File: src/rtl/fetch_pkg.sv
// Shared types and constants for the instruction fetch sequencer.
// Jump and halt opcodes all live in the 1111?? group.
package fetch_pkg;

  localparam int PC_W    = 10;
  localparam int INSTR_W = 16;
  localparam int OP_W    = 6;
  localparam int OP_MSB  = INSTR_W - 1;
  localparam int OP_LSB  = INSTR_W - OP_W;

  typedef enum logic [1:0] {
    ST_IDLE,
    ST_REQ,
    ST_ISSUE,
    ST_HALTED
  } state_t;

  localparam logic [OP_W-1:0] OP_J    = 6'b111100;
  localparam logic [OP_W-1:0] OP_JZ   = 6'b111101;
  localparam logic [OP_W-1:0] OP_JNZ  = 6'b111110;
  localparam logic [OP_W-1:0] OP_HALT = 6'b111111;

endpackage

File: src/rtl/fetch_unit_pc_next.sv
// Combinational next-PC selection for the issue cycle: sequential step,
// unconditional/conditional jump to the target field, or hold on HALT.
module fetch_unit_pc_next
  import fetch_pkg::*;
(
  input  logic [OP_W-1:0] opcode,
  input  logic            z,
  input  logic [PC_W-1:0] pc,
  input  logic [PC_W-1:0] target,
  output logic [PC_W-1:0] pc_nxt,
  output logic            halt
);

  logic [PC_W-1:0] pc_inc;

  // pc + 1 wraps modulo 2^PC_W by truncation
  assign pc_inc = pc + PC_W'(1);

  always_comb begin
    // NOTE: both outputs get a default before the case so no path leaves them
    // unassigned, which would otherwise infer a latch.
    pc_nxt = pc_inc;
    halt   = 1'b0;
    case (opcode)
      OP_J:    pc_nxt = target;
      OP_JZ:   pc_nxt = z ? target : pc_inc;
      OP_JNZ:  pc_nxt = z ? pc_inc : target;
      OP_HALT: begin
        pc_nxt = pc;
        halt   = 1'b1;
      end
      default: ;
    endcase
  end

endmodule

File: src/rtl/fetch_unit.sv
// Instruction fetch sequencer: owns the PC, fetches over a req/ack handshake
// and issues each instruction for exactly one cycle.
module fetch_unit
  import fetch_pkg::*;
(
  input  logic               reloj,
  input  logic               reset,
  input  logic               run,
  input  logic               z,
  output logic               imem_req,
  output logic [PC_W-1:0]    imem_addr,
  input  logic               imem_ack,
  input  logic [INSTR_W-1:0] imem_data,
  output logic [INSTR_W-1:0] instr,
  output logic [OP_W-1:0]    opcode,
  output logic               instr_valid,
  output logic [PC_W-1:0]    pc,
  output logic               halted
);

  state_t          state;
  logic [PC_W-1:0] pc_nxt;
  logic            halt_op;

  assign opcode    = instr[OP_MSB:OP_LSB];
  assign imem_addr = pc;

  fetch_unit_pc_next u_pc_next (
    .opcode (opcode),
    .z      (z),
    .pc     (pc),
    .target (instr[PC_W-1:0]),
    .pc_nxt (pc_nxt),
    .halt   (halt_op)
  );

  always_ff @(posedge reloj or negedge reset) begin
    if (!reset) begin
      state       <= ST_IDLE;
      pc          <= '0;
      instr       <= '0;
      instr_valid <= 1'b0;
      imem_req    <= 1'b0;
      halted      <= 1'b0;
    end else begin
      // NOTE: non-blocking assignments throughout; the later assignment in a
      // branch overrides this default, giving a one-cycle issue strobe.
      instr_valid <= 1'b0;
      case (state)
        ST_IDLE: begin
          if (run) begin
            state    <= ST_REQ;
            imem_req <= 1'b1;
          end
        end
        ST_REQ: begin
          // run is not looked at here: an outstanding request always completes
          if (imem_ack) begin
            instr       <= imem_data;
            imem_req    <= 1'b0;
            instr_valid <= 1'b1;
            state       <= ST_ISSUE;
          end
        end
        ST_ISSUE: begin
          pc <= pc_nxt;
          if (halt_op) begin
            state  <= ST_HALTED;
            halted <= 1'b1;
          end else if (run) begin
            state    <= ST_REQ;
            imem_req <= 1'b1;
          end else begin
            state <= ST_IDLE;
          end
        end
        ST_HALTED: ;
        default: state <= ST_IDLE;
      endcase
    end
  end

endmodule
File: config.mk
export PLATFORM = sky130hd
export DESIGN_NAME = fetch_unit
export DESIGN_NICKNAME = d
export VERILOG_FILES = /design/src/rtl/fetch_pkg.sv /design/src/rtl/fetch_unit_pc_next.sv /design/src/rtl/fetch_unit.sv
export SDC_FILE = /design/constraint.sdc
export NUM_CORES = 1
export LEC_CHECK = 0
export BUFFER_PORTS_ARGS = -buffer_cell sky130_fd_sc_hd__buf_2
export CORE_UTILIZATION = 54
export CTS_CLUSTER_DIAMETER = 60
export DETAILED_ROUTE_END_ITERATION = 8
export PLACE_DENSITY = 0.93
export SYNTH_ARGS = -nofsm -noshare
export SYNTH_HDL_FRONTEND = slang
export SYNTH_HIERARCHICAL = 1
export SYNTH_SLANG_ARGS = --single-unit
File: constraint.sdc
create_clock -name reloj -period 3.5 [get_ports reloj]
set_clock_uncertainty 0.05 [all_clocks]
set_input_delay 1.05 -clock reloj [delete_from_list [all_inputs] [get_ports reloj]]
set_output_delay 1.05 -clock reloj [all_outputs]
set_load 0.1 [all_outputs]
==> results of run 1 <==
[cells by family (layout without fill, tap and decap cells)]
| kind of cell | count (synthesis) | in the layout | synth area share, % |
|---|---|---|---|
| XOR/XNOR | 4 | 4 | 1.85 |
| AO/OA/AOI/OAI | 36 | 36 | 14.3 |
| adder cells (fa/ha/maj) | 5 | 5 | 3.30 |
| multiplexers | 29 | 29 | 18.9 |
| buffers and inverters | 31 | 81 | 10.8 |
| flip-flops | 31 | 31 | 41.0 |
| AND/OR/NAND/NOR | 35 | 35 | 9.91 |
[flip-flops by register name, summed over array words and instances, names as in the netlist]
signal / cells
halted: 1
imem_req: 1
state: 2
instr: 16
imem_addr: 10
instr_valid: 1
[area by class of cell]
class | instances | area [um^2] | area share (%)
clock buffers | 8 | 68.8 | 3.17
repair buffers | 65 | 325 | 15.0
flip-flops and latches | 31 | 776 | 35.7
well taps | 46 | 57.6 | 2.65
inverters | 8 | 30.0 | 1.38
multi-input cells | 109 | 913 | 42.1
[power by group]
group | internal [mW] | total [mW] | leakage [nW] | switching (mW)
registers | 0.358 | 0.358 | 0.423 | 0
clock network | 0.118 | 0.238 | 0.0386 | 0.120
logic | 0.00919 | 0.0220 | 0.770 | 0.0128
total | 0.485 | 0.618 | 1.23 | 0.133
[metal layers]
metal | vias to the layer above | track usage [%] | share of wire (%)
li1 | 700 | - | -
met1 | 717 | 28.3 | 46
met2 | 58 | 33.2 | 47
met3 | 9 | 6.51 | 6.0
met4 | 0 | 10.4 | 1.6
met5 | - | 0 | 0
[worst min path at each step]
stage / depth (start not counted) / slack [ns] / endpoint / startpoint
floorplan: 1 / 0.47 / state[0]$_DFFE_PN0P_ / state[0]$_DFFE_PN0P_
global placement: 1 / 0.39 / halted$_DFFE_PN0P_ / halted$_DFFE_PN0P_
detailed placement: 1 / 0.43 / halted$_DFFE_PN0P_ / halted$_DFFE_PN0P_
CTS: 1 / 0.45 / halted$_DFFE_PN0P_ / halted$_DFFE_PN0P_
global route: 1 / 0.46 / halted$_DFFE_PN0P_ / halted$_DFFE_PN0P_
finish: 1 / 0.44 / halted$_DFFE_PN0P_ / halted$_DFFE_PN0P_
[layout by cell type (no fill, tap or decap), types with 4 or more instances in the layout]
| cell type | instances |
|---|---|
| o21ai_0 | 4 |
| clkbuf_4 | 5 |
| o22ai_1 | 4 |
| dfrtp_1 | 31 |
| a22oi_1 | 4 |
| mux2_1 | 9 |
| nand3_1 | 4 |
| mux2_2 | 9 |
| nor2_1 | 7 |
| ha_1 | 5 |
| nand2b_1 | 4 |
| inv_1 | 7 |
| a21oi_1 | 4 |
| mux2_4 | 9 |
| a32oi_1 | 5 |
| nand2_1 | 7 |
| buf_2 | 65 |
[stage by stage]
stage | utilization, % | std cells | power, mW | area (um^2)
2_1_floorplan | - | 171 | 0.369 | 1890
4_1_cts | 65.1 | 267 | 0.625 | 2170
3_5_place_dp | 63.0 | 259 | 0.388 | 2100
5_1_grt | 65.1 | 267 | 0.637 | 2170
3_3_place_gp | 63.0 | 259 | 0.387 | 2100
6_report | 65.1 | 267 | 0.618 | 2170
==> flow_summary.toml, run 1 <==
[routing]
wl_per_cell_um = 13.9
routed-via-count = 1484
dr.pass1.iters = 4
via_per_inst = 5.56
drc = 0
drt-total-wl_um = 3720
drt_iter0_drc = 104
ant_nets = 0

[cts]
cts_hold_buf = 0
cts_setup_buffers = 0
tritoncts = "yes"
post_cts_resized = 0
cts_buffer_depth = 2
cts_sinks = 31
clock_latency_ns = 0.32
worst_setup_hold_path_clk_slew_ns = 0.09
clockRootBuffer = "clkbuf_4"
h-tree-depth = 2
cts-buffers-inserted = 5

[synth]
ys_types = 44
synthTopCellsByArea = "dfrtp_1 41%, mux2_4 7.1%, buf_4 6.3%"
ys_async_sr_fraction_pct = 100
synth.ff_latch_count = 31
synth_most_common_cell = "dfrtp_1"
yosysSeqAreaShare_pct = 41.0
synthFlopType = "dfrtp_1"
yosys_warnings = 6
yosys-top-cells-count = "31 x dfrtp_1, 16 x buf_4, 9 x mux2_1, 9 x mux2_2, 9 x mux2_4"
synth_area_um2 = 1890
syn_nets = 197
synth_edf_count = 0
postSynthAreaPerCell_um2 = 11.1
synth_top_area_share_pct = 41.0
yosys.area.top_type = "dfrtp_1"
syn_inst = 171

[finish]
num-nets-final = 246
drive_gt1_share_pct = 43.9
num_antenna_cells = 0
fillers = 286
area_delta_synth_final_pct = 14.7

[worst_setup_path]
critPathKind = "reg2out"
arrival_ns = 1.51
ff2ff_path_depth = 4
rrSetupSlack_ns = 1.53
crit_path_start_kind = "flip-flop"
path_buf_inv = 1
cp_slowest_cell = "dfrtp_1"
cp-endpoint = "instr[11]"
crit_family = "flip-flops"
cp.depth = 1
crit_path_end_kind = "output pin"
worstSetupStartpoint = "instr[11]$_DFFE_PN0P_"
r2r_start = "instr[11]$_DFFE_PN0P_"
path_max_fanout = 17
rr_endpoint = "imem_addr[3]$_DFFE_PN0N_"
critical-path-max-stage-delay_ns = 0.66
crit_required_ns = 2.40
crit_chain = "buf_2"

[global_route]
overflow = 0
first_global_vias = 1340
grt_antenna_before_repair = 0
grt_max_degree = 32
grtUsageTotal_pct = 21.7
grt_first_pass_wirelength_um = 5890

[sta]
hold_violations = 0
layout_setup_ws_ns = 0.891
grt_setup_unrepaired = "false"
fin_hold_ws_ns = 0.438
worstMarginPinSlew_ns = 0.705
max_freq_ghz = 0.383
finalMaxSlewViolations = 0
timing.final.crit_share_pct = 74.5
setup_violations = 0
slew_headroom_pct = 53.0
fin_setup_tns_ns = 0
fin_crit_ns = 2.61

[floorplanning]
die_h_um = 61.2
start_util_pct = 56.7
pin_count = 66
dieArea_um2 = 3750
num_rows = 21
coreArea_um2 = 3340
die_width_um = 61.2

[placement]
portBuffers = 65
pre_cts_ws_ns = 1.02
hpwl_um = 2640
gp_congestion = 0.887

[min_path]
hp-class = "reg2reg"

[status]
status = "finished clean"

[run]
drv_cap = 0

[pwr]
p_leak_nw = 1.23
cellPowerDensity_nw_per_um2 = 285
vdd_drop_max_mv = 0.237
(Power assumes the default switching activity.)
==> run 2: changes to the inputs <==
ABC_AREA = 1   (was default)
CORE_UTILIZATION = 45   (was 54)
PLACE_DENSITY = 0.84   (was 0.93)
clock period = 2.2 ns   (was 3.5 ns; I/O delays follow)
==> run 2 against run 1 <==
  * Flip-flop and latch count unchanged
  * Register-to-register slack worse by 0.86 ns
  * Setup slack worse by 0.68 ns
  * Cell count up 42%
  * Wire length up 15%
  * First-iteration DRC count down 17%
  * Synthesized cell count up 60%
  * Clock-buffer cell count down 3
  * Global-route usage down 1.6 points
  * Die area up 22%
  * Via count up 22%
  * Critical path depth unchanged
==> flow_summary.toml, run 2 <==
[cts]
tritoncts = "yes"
h-tree-depth = 2
cts_sinks = 31
clock_latency_ns = 0.28
clockRootBuffer = "clkbuf_8"
cts-buffers-inserted = 5
cts_hold_buf = 0
cts_setup_buffers = 0
worst_setup_hold_path_clk_slew_ns = 0.07
post_cts_resized = 0
cts_buffer_depth = 2

[floorplanning]
coreArea_um2 = 4060
die_h_um = 67.7
num_rows = 23
die_width_um = 67.7
pin_count = 66
start_util_pct = 47.8
dieArea_um2 = 4580

[sta]
fin_crit_ns = 1.99
fin_setup_tns_ns = 0
worstMarginPinSlew_ns = 0.703
slew_headroom_pct = 53.1
setup_violations = 0
hold_violations = 0
layout_setup_ws_ns = 0.213
max_freq_ghz = 0.503
timing.final.crit_share_pct = 90.3
finalMaxSlewViolations = 0
grt_setup_unrepaired = "false"

[synth]
synth_most_common_cell = "nand2_1"
postSynthAreaPerCell_um2 = 7.11
yosys_warnings = 6
yosys-top-cells-count = "133 x nand2_1, 31 x dfrtp_1, 24 x nand3_1, 20 x inv_1, 17 x buf_4"
yosysSeqAreaShare_pct = 40.0
synthTopCellsByArea = "dfrtp_1 40%, nand2_1 26%, buf_4 6.6%"
ys_types = 22
synth_area_um2 = 1940
synth_edf_count = 0
ys_async_sr_fraction_pct = 100
synth.ff_latch_count = 31
synth_top_area_share_pct = 40.0
syn_inst = 273
synthFlopType = "dfrtp_1"
yosys.area.top_type = "dfrtp_1"
syn_nets = 299

[finish]
largest_register = "instr"
final_common_cell = "nand2_1"
num_antenna_cells = 0
drive_gt1_share_pct = 29.0
fillers = 401
largest_reg_flops = 16
mostFrequentLayoutCells = "133 x nand2_1, 65 x buf_2, 31 x dfrtp_1, 24 x nand3_1, 20 x inv_1"
multi_input_area_um2 = 916
area_delta_synth_final_pct = 17.2
regArea_um2 = 776
fin_area_um2 = 2270
num-nets-final = 353

[run]
drv_cap = 0

[worst_setup_path]
crit_chain = "buf_2"
r2r_start = "instr[10]$_DFFE_PN0P_"
crit_path_end_kind = "output pin"
worstSetupStartpoint = "imem_addr[4]$_DFFE_PN0N_"
path_buf_inv = 1
path_max_fanout = 8
crit_family = "flip-flops"
crit_required_ns = 1.49
arrival_ns = 1.28
critical-path-max-stage-delay_ns = 0.51
crit_path_start_kind = "flip-flop"
cp_slowest_cell = "dfrtp_1"
critPathKind = "reg2out"

[placement]
pre_cts_ws_ns = 0.526
postPlaceCellArea_um2 = 2190
gp_congestion = 0.808
portBuffers = 65
hpwl_um = 3190

[routing]
ant_nets = 0
wl_per_cell_um = 11.3
dr.pass1.iters = 4
routed-via-count = 1813
drt_iter0_drc = 86
drc = 0
drt-total-wl_um = 4280
via_per_inst = 4.80

[global_route]
grt_first_pass_wirelength_um = 6800
overflow = 0
grt_max_degree = 32
first_global_vias = 1490
grt_antenna_before_repair = 0
grtUsageTotal_pct = 20.1

[min_path]
hp-class = "in2async"

[status]
status = "finished clean"
[run 2: changes by cell type in the layout (fill, tap and decap cells not counted), moves of 5 or more]
cell,previous run,this run
nand2_1,7,133
nand3_1,4,24
inv_1,7,20
mux2_1,9,0
mux2_2,9,0
mux2_4,9,0
nand2_2,1,8
a32oi_1,5,0
clkbuf_4,5,0
[run 2: layout make-up]
class,instances,area share [%]
Timing Repair Buffer,67,15.0
Clock buffer,5,3.03
Sequential cell,31,34.1
Inverter,23,4.02
Clock inverter,3,0.880
Tap cell,50,2.75
Multi-Input combinational cell,199,40.3
[run 2: through the flow]
step	hold WS (ns)	utilization, %	std cells
after floorplan	0.314	-	273
after global placement	0.399	53.9	370
after detailed placement	0.406	53.9	370
after CTS	0.393	56.1	378
after global routing	0.423	56.1	378
final	0.373	56.1	378
[run 2: layer usage]
| metal | routed length (um) | part of all wire (%) | global-route usage, % |
|---|---|---|---|
| met2 | 2030 | 48 | 32.8 |
| met3 | 220 | 5.1 | 5.41 |
| met1 | 2000 | 47 | 26.2 |
| met4 | 27 | 0.63 | 4.79 |
| met5 | 0 | 0 | 0 |
[run 2: worst paths after layout]
check                                        end  slack, ns  depth (start not counted)
min reg2reg                   halted$_DFFE_PN0P_       0.42                          2
max                                        pc[4]       0.21                          1
min in group reloj            halted$_DFFE_PN0P_       0.42                          2
min                        instr[10]$_DFFE_PN0P_       0.37                          1
max in group asynchronous   state[1]$_DFFE_PN0P_       1.27                          1
max reg2reg                 state[1]$_DFFE_PN0P_       0.67                          8
[run 2: logic make-up (layout without fill, tap and decap cells)]
| family | count (synthesis) | in the layout | synth area share [%] |
|---|---|---|---|
| AOI/OAI and AO/OA | 8 | 8 | 2.45 |
| buffers and inverters | 43 | 98 | 12.8 |
| DFF | 31 | 31 | 40.0 |
| xor gates and xnor gates | 2 | 2 | 0.903 |
| adders and majority gates | 5 | 5 | 3.22 |
| and+or+nand+nor | 184 | 184 | 40.6 |
Power of run 2 is not shown: default switching activity piles up to over one toggle a cycle in this logic, so the estimate is an artifact.
==> run 3: changes to the inputs <==
SYNTH_HIERARCHICAL = default   (was 1)
clock period = 1.8 ns   (was 2.2 ns; I/O delays follow)
==> run 3 against run 2 <==
  * Global-route usage is 0.31 points higher
  * Wire length decreased by 5.8%
  * Critical path depth unchanged
  * Clock-buffer cell count grew 1
  * Highest routed layer unchanged
==> flow_summary.toml, run 3 <==
[status]
status = "finished clean"

[synth]
yosys-top-cells-count = "102 x nand2_1, 31 x dfrtp_1, 17 x inv_1, 16 x buf_4, 15 x nand3_1"
synthFlopType = "dfrtp_1"
yosys.area.top_type = "dfrtp_1"
synth_top_area_share_pct = 40.8
synth_top_family_by_area = "simple AND/OR/NAND/NOR gates"
synth_most_common_cell = "nand2_1"
yosysSeqAreaShare_pct = 40.8
postSynthAreaPerCell_um2 = 7.63
yosys_warnings = 0
synth-adder-area-share_pct = 3.29
ys_types = 29
synthMuxAreaShare_pct = 0
synth_area_um2 = 1900
synth_edf_count = 0
synth.ff_latch_count = 31
synth_compound_area_share_pct = 7.64
synth_simple_gate_area_share_pct = 35.0
syn_nets = 275
syn_inst = 249
ys_async_sr_fraction_pct = 100
synthTopCellsByArea = "dfrtp_1 41%, nand2_1 20%, buf_4 6.3%"
synth-xor-area-share_pct = 0.461

[placement]
gp_congestion = 0.853
postPlaceCellArea_um2 = 2190
portBuffers = 65
hpwl_um = 3080

[worst_setup_path]
r2r_start = "state[1]$_DFFE_PN0P_"
critical-path-max-stage-delay_ns = 0.45
rr_endpoint = "state[0]$_DFFE_PN0P_"
crit_required_ns = 1.21
rrSetupSlack_ns = 0.29
crit_family = "buffers and inverters"
critPathKind = "reg2out"
path_max_fanout = 6
arrival_ns = 1.17
cp_slowest_cell = "buf_2"
path_buf_inv = 1
crit_chain = "buf_2"
crit_path_start_kind = "flip-flop"
crit_path_end_kind = "output pin"
ff2ff_path_depth = 7
worstSetupStartpoint = "instr[10]$_DFFE_PN0P_"

[finish]
area_delta_synth_final_pct = 19.9
final_common_cell = "nand2_1"
largest_reg_flops = 16
num-nets-final = 331
fin_area_um2 = 2280
largest_register = "instr"
fillers = 386
drive_gt1_share_pct = 39.0
mostFrequentLayoutCells = "102 x nand2_1, 65 x buf_2, 17 x inv_1, 16 x dfrtp_2"
num_antenna_cells = 0

[floorplanning]
die_width_um = 67.0
start_util_pct = 47.2
coreArea_um2 = 4030
pin_count = 66
dieArea_um2 = 4490
die_h_um = 67.0
num_rows = 23

[cts]
cts-buffers-inserted = 5
post_cts_resized = 0
h-tree-depth = 2
tritoncts = "yes"
worst_setup_hold_path_clk_slew_ns = 0.06
cts_buffer_depth = 2
clockRootBuffer = "clkbuf_8"
cts_hold_buf = 0
cts_sinks = 31
clock_latency_ns = 0.28
cts_setup_buffers = 0

[sta]
worstMarginPinSlew_ns = 0.491
max_freq_ghz = 0.568
fin_crit_ns = 1.76
setup_violations = 0
slew_headroom_pct = 67.5
finalMaxSlewViolations = 0
grt_setup_unrepaired = "true"
timing.final.crit_share_pct = 97.8
hold_violations = 0

[global_route]
grt_max_degree = 32
overflow = 0
grt_first_pass_wirelength_um = 6720
first_global_vias = 1531
grt_antenna_before_repair = 0
grtUsageTotal_pct = 20.4

[routing]
dr.pass1.iters = 4
routed-via-count = 1705
drt_iter0_drc = 90
via_per_inst = 4.80
drt-total-wl_um = 4030
ant_nets = 0
wl_per_cell_um = 11.3
drc = 0

[min_path]
hp-class = "in2async"

[run]
drv_cap = 0
-- run 3: cell count changes after synthesis, moves of 3 or more --
| cell | change |
|---|---|
| nand3_1 | -9 |
| nor2_1 | +3 |
| nand2_1 | -31 |
| o21ai_0 | +3 |
| inv_1 | -3 |
| a21oi_2 | +5 |
| nand2_2 | -4 |
| o21ai_1 | +6 |
-- run 3: layout make-up --
| type | count | area (um^2) | share of cell area [%] |
|---|---|---|---|
| flip-flops and latches | 31 | 796 | 34.9 |
| clock buffers | 6 | 82.6 | 3.62 |
| multi-input cells | 176 | 882 | 38.7 |
| clock inverters | 1 | 5.00 | 0.220 |
| well taps | 50 | 62.6 | 2.75 |
| repair buffers | 69 | 368 | 16.1 |
| inverters | 22 | 82.6 | 3.62 |
-- run 3: per-stage QoR --
step	util (%)	hold slack, ns	instances	TNS [ns]	setup WS [ns]
floorplan	-	0.194	249	0	0.0503
global route	56.6	0.157	355	-0.00296	-0.00172
finish	56.6	0.148	355	0	0.0387
detailed placement	54.4	0.406	348	0	0.217
global placement	54.4	0.400	348	0	0.247
CTS	56.6	0.148	355	0	0.0234
-- run 3: cell families (layout without fill, tap and decap cells) --
group	after synthesis	in the layout
DFF	31	31
AOI/OAI and AO/OA	22	22
and+or+nand+nor	148	148
adders and majority gates	5	5
buffers and inverters	42	98
xor gates and xnor gates	1	1
-- run 3: routing by layer --
layer | up-vias | GRT usage, % | wire [um]
met5 | - | 0 | 0
met4 | 0 | 7.45 | 57
met3 | 6 | 5.99 | 224
met2 | 47 | 34.5 | 1990
met1 | 782 | 24.3 | 1760
li1 | 870 | - | -
-- run 3: how the worst max path moves through the flow --
stage                                          end  cells after the start
after CTS                                opcode[0]                      1
final                                    opcode[0]                      1
after global routing                     instr[10]                      1
after detailed placement  imem_addr[4]$_DFFE_PN0P_                     10
after global placement    imem_addr[4]$_DFFE_PN0P_                     10
after floorplan           imem_addr[8]$_DFFE_PN0P_                     10
Power of run 3 is left out for the same reason.
